[config.mk]
export PLATFORM = sky130hd
export DESIGN_NAME = btn_reset_conditioner_flat
export DESIGN_NICKNAME = d
export VERILOG_FILES = /design/src/rtl/btn_reset_conditioner_pkg.sv /design/src/rtl/btn_reset_conditioner_if.sv /design/src/rtl/btn_reset_conditioner_debounce.sv /design/src/rtl/btn_reset_conditioner.sv /design/src/flat_wrapper.sv
export SDC_FILE = /design/constraint.sdc
export NUM_CORES = 1
export LEC_CHECK = 0
export CAP_MARGIN = 15
export CORE_MARGIN = 2
export CORE_UTILIZATION = 48
export CTS_CLUSTER_SIZE = 20
export DETAILED_ROUTE_END_ITERATION = 6
export PLACE_DENSITY = 0.79
export SETUP_SLACK_MARGIN = 0.3
export SLEW_MARGIN = 20
export SYNTH_ARGS = -nofsm -noshare
export SYNTH_HDL_FRONTEND = slang
export SYNTH_HIERARCHICAL = 1
export SYNTH_SLANG_ARGS = --single-unit
[constraint.sdc]
create_clock -name clk -period 1.2 [get_ports clk]
set_clock_uncertainty 0.05 [all_clocks]
set_input_delay 0.24 -clock clk [delete_from_list [all_inputs] [get_ports clk]]
set_output_delay 0.24 -clock clk [all_outputs]
set_load 0.01 [all_outputs]
[src/rtl/btn_reset_conditioner_pkg.sv]
// Shared types and default timing constants for the board-side button/reset conditioner.
package otter_io_pkg;
  typedef enum logic [1:0] {HOLD, STRETCH, IDLE} rst_state_t;

  localparam int DB_CYCLES_DEF   = 16;
  localparam int RST_STRETCH_DEF = 8;
endpackage

[src/rtl/btn_reset_conditioner_if.sv]
// Button pins in, debounced levels/edges and core reset out.
interface btn_reset_conditioner_if #(parameter int N_BTN = 5);
  logic [N_BTN-1:0] btn_raw;
  logic [N_BTN-1:0] btn_level;
  logic [N_BTN-1:0] btn_rise;
  logic [N_BTN-1:0] btn_fall;
  logic             sys_rst;

  modport master (output btn_raw, input btn_level, btn_rise, btn_fall, sys_rst);
  modport slave  (input btn_raw, output btn_level, btn_rise, btn_fall, sys_rst);
endinterface

[src/rtl/btn_reset_conditioner_debounce.sv]
// One button channel: 2-flop synchroniser, stability counter, level and edge pulses.
module btn_debounce
  import otter_io_pkg::*;
#(
  parameter int DB_CYCLES = DB_CYCLES_DEF
) (
  input  logic clk,
  input  logic rst,
  input  logic raw,
  output logic level,
  output logic rise,
  output logic fall
);
  localparam int CW = $clog2(DB_CYCLES);

  logic          s1, s2;
  logic [CW-1:0] cnt;

  always_ff @(posedge clk) begin
    if (rst) begin
      s1    <= 1'b0;
      s2    <= 1'b0;
      cnt   <= '0;
      level <= 1'b0;
      rise  <= 1'b0;
      fall  <= 1'b0;
    end else begin
      s1   <= raw;
      s2   <= s1;
      rise <= 1'b0;
      fall <= 1'b0;
      if (s2 == level) begin
        cnt <= '0;
      end else if (cnt == CW'(DB_CYCLES - 1)) begin
        // s2 has disagreed with level for DB_CYCLES edges: accept it
        level <= s2;
        cnt   <= '0;
        rise  <= s2;
        fall  <= ~s2;
      end else begin
        cnt <= cnt + 1'b1;
      end
    end
  end
endmodule

[src/rtl/btn_reset_conditioner.sv]
// Debounces N_BTN buttons and generates a stretched core reset from rst or the reset button.
module btn_reset_conditioner
  import otter_io_pkg::*;
#(
  parameter int N_BTN       = 5,
  parameter int DB_CYCLES   = DB_CYCLES_DEF,
  parameter int RST_EN      = 1,
  parameter int RST_IDX     = 4,
  parameter int RST_STRETCH = RST_STRETCH_DEF
) (
  input logic                    clk,
  input logic                    rst,
  btn_reset_conditioner_if.slave bus
);
  localparam int SW = (RST_STRETCH > 1) ? $clog2(RST_STRETCH) : 1;

  for (genvar i = 0; i < N_BTN; i++) begin : g_ch
    btn_debounce #(.DB_CYCLES(DB_CYCLES)) u_db (
      .clk   (clk),
      .rst   (rst),
      .raw   (bus.btn_raw[i]),
      .level (bus.btn_level[i]),
      .rise  (bus.btn_rise[i]),
      .fall  (bus.btn_fall[i])
    );
  end

  logic          req;
  rst_state_t    state, state_nxt;
  logic [SW-1:0] scnt, scnt_nxt;

  // req comes from the registered debounced level, so it is glitch-free
  assign req = (RST_EN != 0) && bus.btn_level[RST_IDX];

  always_ff @(posedge clk) begin
    if (rst) begin
      state       <= HOLD;
      scnt        <= '0;
      bus.sys_rst <= 1'b1;
    end else begin
      state       <= state_nxt;
      scnt        <= scnt_nxt;
      bus.sys_rst <= (state_nxt != IDLE);
    end
  end

  always_comb begin
    state_nxt = state;
    scnt_nxt  = scnt;
    case (state)
      HOLD: begin
        if (!req) begin
          state_nxt = STRETCH;
          scnt_nxt  = '0;
        end
      end
      STRETCH: begin
        if (req)                                 state_nxt = HOLD;
        else if (scnt == SW'(RST_STRETCH - 1))   state_nxt = IDLE;
        else                                     scnt_nxt  = scnt + 1'b1;
      end
      IDLE: begin
        if (req) state_nxt = HOLD;
      end
      default: state_nxt = HOLD;
    endcase
  end
endmodule

[src/flat_wrapper.sv]
// flat-port wrapper written by rule: the top's interface ports become plain ports
module btn_reset_conditioner_flat import otter_io_pkg::*;
#(
  parameter int N_BTN       = 5,
  parameter int DB_CYCLES   = DB_CYCLES_DEF,
  parameter int RST_EN      = 1,
  parameter int RST_IDX     = 4,
  parameter int RST_STRETCH = RST_STRETCH_DEF
)
  (clk, rst, bus_btn_raw, bus_btn_level, bus_btn_rise, bus_btn_fall, bus_sys_rst);
  btn_reset_conditioner_if #(.N_BTN(N_BTN)) bus_i ();
  input logic clk;
  input logic rst;
  input wire logic [$bits(bus_i.btn_raw)-1:0] bus_btn_raw;
  output wire logic [$bits(bus_i.btn_level)-1:0] bus_btn_level;
  output wire logic [$bits(bus_i.btn_rise)-1:0] bus_btn_rise;
  output wire logic [$bits(bus_i.btn_fall)-1:0] bus_btn_fall;
  output wire logic [$bits(bus_i.sys_rst)-1:0] bus_sys_rst;
  assign bus_i.btn_raw = bus_btn_raw;
  assign bus_btn_level = bus_i.btn_level;
  assign bus_btn_rise = bus_i.btn_rise;
  assign bus_btn_fall = bus_i.btn_fall;
  assign bus_sys_rst = bus_i.sys_rst;
  btn_reset_conditioner #(.N_BTN(N_BTN), .DB_CYCLES(DB_CYCLES), .RST_EN(RST_EN), .RST_IDX(RST_IDX), .RST_STRETCH(RST_STRETCH)) u_core (.clk(clk), .rst(rst), .bus(bus_i));
endmodule
* After elaboration in Yosys (flattened, before gate mapping)
Index checks and enable logic that the tools add are counted.
** Word-level totals
- Flip-flop bits (word level) :: 51
- Output and inout port bits :: 16
- Word-level logic and storage cells :: 98
- Input port bits :: 7
** Operators by class
- Multiplexer cells :: 9
- Eq/ne operators :: 17
- Bitwise logic cells :: 15
- Add/sub/neg operators :: 6
- Reduce and logical (&&, ||, !) cells :: 18
** Operators with widths (number)
- $reduce_or A3 Y1 :: 10
- $add A4 B1 Y4 const B :: 5
- $eq A4 B4 Y1 const B :: 5
- $not A1 Y1 :: 15
- $reduce_and A2 Y1 :: 5
- $mux W3 :: 3
- $mux W2 :: 4
- $ne A2 B2 Y1 const B :: 4
- $pmux W2 S3 :: 1
- $pmux W3 S2 :: 1
- $eq A1 B1 Y1 :: 5
- $reduce_and A4 Y1 :: 1
- $add A3 B1 Y3 const B :: 1
- $eq A3 B3 Y1 const B :: 1
- $eq A2 B1 Y1 const B :: 1
- $eq A2 B2 Y1 const B :: 1
- $logic_not A2 Y1 :: 1
- $reduce_bool A2 Y1 :: 1

* Longest topological paths before layout
- Depth in word-level cells :: 5
- Depth in mapped cells :: 4
- Mapped depth without buffers :: 4

* Modules after synthesis
The synthesis kept the hierarchy.
** By module, submodules not included
- btn_debounce :: instances 5, cells each 28, area an instance 309.0 µm², sequential area each 180.2 µm²
- btn_reset_conditioner :: instances 1, cells each 24, area an instance 282.8 µm², sequential area each 120.1 µm²

* Worst setup path after synthesis
OpenSTA, ideal clock, no wires.
- Path type :: flip-flop to flip-flop
- Start :: reg u_core.scnt[0]
- End :: reg u_core.scnt[0]
- Required time :: 1.078 ns
- Buffers on the path :: 0
- Cell stages (with the launch flop) :: 5
- Setup time :: 0.072 ns
- Clock period less this slack :: 1.324 ns
- Slack :: -0.124 ns
- Arrival time :: 1.202 ns
- Path through :: dfxtp_1 -> ha_1 -> ha_1 -> a211oi_2 -> mux2i_1
** Between the ends
- Cells in the longest elaborated chain, start to end :: 4
- Elaborated cells between the ends (all ways) :: 7
- Those cells by class :: add/sub: 1; eq/ne: 2; mux: 3; reduce/logical: 1
** RTL lines
- start: declaration :: line btn_reset_conditioner.sv:30 : logic [SW-1:0] scnt, scnt_nxt;
- start signal: assignment :: line btn_reset_conditioner.sv:42 : scnt <= scnt_nxt;
- $add A3 B1 Y3 :: line btn_reset_conditioner.sv:60 : else scnt_nxt = scnt + 1'b1;
- $mux W3 :: line btn_reset_conditioner.sv:59 : else if (scnt == SW'(RST_STRETCH - 1)) state_nxt = IDLE;
- $mux W3 :: line btn_reset_conditioner.sv:58 : if (req) state_nxt = HOLD;
- $pmux W3 S2 :: line btn_reset_conditioner.sv:50 : case (state)
Several ways; a longest one is shown, not always the timed one. The select of a mux whose other input is x is not followed.
A chain may end at the register's enable or synchronous reset.

* Worst setup path after layout
Same ends and word-level chain as after synthesis.

==> key figures <==
Routing
  • Vias post-DR: 1300
  • DR DRC count: 0
  • Wire length per cell: 14.7 um
  • Via/cell ratio: 5.02
  • Drt first pass iters: 4
  • DRT iter0 DRCs: 61
  • Wirelength, routed: 3810 um
  • Final ANT Viol Nets: 0

Global routing
  • Total global routing overflow: 0
  • Largest net degree at the start of global routing: 16
  • First-pass GRT wire length: 6050 um
  • Total Routing Usage GR: 18.6%
  • Number of global-route vias before repair: 1338
  • Initial antenna violation count: 0

STA
  • Worst hold slack: 0.391 ns
  • RSZ-0062 raised after global routing: yes
  • Final Hold Fails: 0
  • Min setup slack post-route: -0.142 ns
  • Setup violators final: 4
  • Slew margin rel.: 78.4%
  • Worst-margin pin slew: 0.322 ns
  • Maximum clock frequency: 745 MHz
  • Final Critical Period: 1.34 ns
  • Tcrit/Tclk final: 112%
  • Pins over their slew limit: 0

Logic synthesis
  • Register bit count reported by yosys: 51
  • Distinct cell type count after synthesis: 19
  • Post-synthesis sequential area ratio: 55.9%
  • Post-synthesis instance area: 0.00183 sq mm
  • Syn Area/Cell: 11.1 sq um
  • Cells after Synth: 164
  • Synth warn: 6
  • Synthesized net count: 178

Status
  • Failing checks: negative setup slack
  • Status: finished with violations

Worst hold path
  • Hold depth: 1
  • Hold Path Origin: u_core/g_ch[2].u_db/cnt[0]
  • Hold Path Class: flop to flop
  • Hold Path End: u_core/g_ch[2].u_db/cnt[0]

Layout
  • Layout cells sized above 1: 55.0%
  • Final Net Count: 224
  • Area delta synth->final: 54.2%
  • Antenna Cells: 0
  • FF+latch area: 0.00106 sq mm
  • Fillers: 218
  • Core Util, Final: 77.0%
  • Most frequent cells in the layout: 25 x dfxtp_2, 24 x dfxtp_1, 15 x buf_6
  • Multi-input gate area: 0.00118 sq mm
  • Post-route insts no fill: 259
  • Commonest non-fill, non-tap cell in the layout: dfxtp_2

Die
  • Die footprint: 0.00432 sq mm
  • Row Count: 22
  • Core area: 0.00366 sq mm
  • Die Height: 65.7 um
  • Chip Width: 65.7 um
  • I/O pins: 23
  • Starting Density: 49.9%

Critical path
  • Crit path DAT: 1.52 ns
  • Worst setup SP type: flop
  • WP data required: 1.38 ns
  • Worst R2R Setup Slack: -0.14 ns
  • Worst flop-to-flop path endpoint: u_core/scnt[0]
  • Crit Path Max Fanout: 4
  • Crit. End Element: flop
  • Crit Path Class: flop to flop
  • Reg2reg path depth: 4
  • Reg2reg start: u_core/scnt[0]

Clocking
  • TritonCTS clock tree: built
  • Clock root cell: clkbuf_8
  • CTS hold repair buffers: 0
  • Clock-pin slew on the worst setup and hold paths: 0.09 ns
  • H-tree depth: 2
  • Worst-case clock buffer depth: 2
  • TritonCTS Sinks: 51
  • TritonCTS Buffers: 5
  • Clock Latency Late Sink: 0.30 ns

Place
  • DP Wirelength: 2420 um
  • RePlAce Congestion: 0.726
  • Placed instance count: 240
  • Placement Setup Slack: -0.277 ns
  • Port bufs: 22

Run
  • Number of max-cap violations: 0

Power and ir drop
  • Leakage power: 1.11 nW
  • Max VDD drop: 1.05 mV
  • Pwr per Cell Area: 1010 mW/mm^2
[cell usage after synthesis, drive strengths merged]
library cell,number,area share [%]
inv,10,2.1
nand3,15,5.5
mux2i,8,4.4
a211oi,2,1.1
and3,5,2.1
a211o,1,0.48
nand4bb,2,1.2
xor2,15,7.2
buf,1,0.41
or4b,1,0.55
nand3b,1,0.41
dfxtp,51,56
nor2,20,4.1
ha,7,4.8
nor4b,10,4.8
nor2b,11,3.8
nand2b,4,1.4
[routing by layer]
metal | wire length (um) | GRT usage [%]
met5 | 0 | 0
met1 | 1560 | 21.3
met4 | 31 | 6.77
met3 | 136 | 4.97
met2 | 2080 | 33.2
[stage by stage]
stage	setup TNS (ns)	instance area (sq um)	total power [mW]
floorplan	-0.152	2090	1.82
global placement	-5.21	2420	1.87
detailed placement	-7.08	2420	1.88
CTS	-0.455	2650	2.83
global route	-0.652	2820	2.97
finish	-0.452	2820	2.85
[power breakdown]
part           total (mW)  switching (mW)  internal, mW
Clock               0.960           0.551         0.408
Sequential           1.75          0.0320          1.72
Combinational       0.147          0.0639        0.0826
[registers in the layout (all words and copies together) (netlist names)]
| name | cells |
|---|---|
| u_core/g_ch.u_db/level | 5 |
| u_core/g_ch.u_db/s2 | 5 |
| u_core/g_ch.u_db/cnt | 20 |
| u_core/g_ch.u_db/s1 | 5 |
| u_core/g_ch.u_db/fall | 5 |
| u_core/bus.sys_rst | 1 |
| u_core/scnt | 3 |
| u_core/state | 2 |
| u_core/g_ch.u_db/rise | 5 |
[cell type report]
type                       instances  share of cell area (%)
tap                               48                    2.13
timing repair buffer              40                    13.9
multi-input combinational        102                    42.0
clock buffer                       6                    2.57
inverter                          10                    1.33
clock inverter                     2                   0.444
sequential                        51                    37.6
[kinds of logic after synthesis]
group | Yosys count | synth area share, %
AOI/OAI and AO/OA | 3 | 1.57
xor gates and xnor gates | 15 | 7.19
adders and majority gates | 7 | 4.79
buffers and inverters | 11 | 2.46
DFF | 51 | 55.9
muxes | 8 | 4.38
and+or+nand+nor | 69 | 23.8
[worst max-delay path by stage]
stage                              start                    endpoint  depth (start not counted)
after floorplan           u_core/scnt[1]              u_core/scnt[0]                          4
after global placement               rst  u_core/g_ch[3].u_db/cnt[2]                          4
after detailed placement             rst  u_core/g_ch[3].u_db/cnt[2]                          4
after CTS                 u_core/scnt[0]              u_core/scnt[0]                          4
after global routing      u_core/scnt[0]              u_core/scnt[0]                          4
final                     u_core/scnt[0]              u_core/scnt[0]                          4
[critical path: stages (launching register included)]
cell and delay [ns]:
dfxtp_2 0.35, ha_4 0.16, ha_4 0.16, a211oi_4 0.32, mux2i_1 0.23
[repair_timing]
action                     in CTS  in global routing
gates resized for setup        91                 31
gates cloned                    1                  0
pin swaps                      12                  6
buffers inserted                7                  3
setup endpoints to repair      66                 57
(Power assumes the default switching activity.)
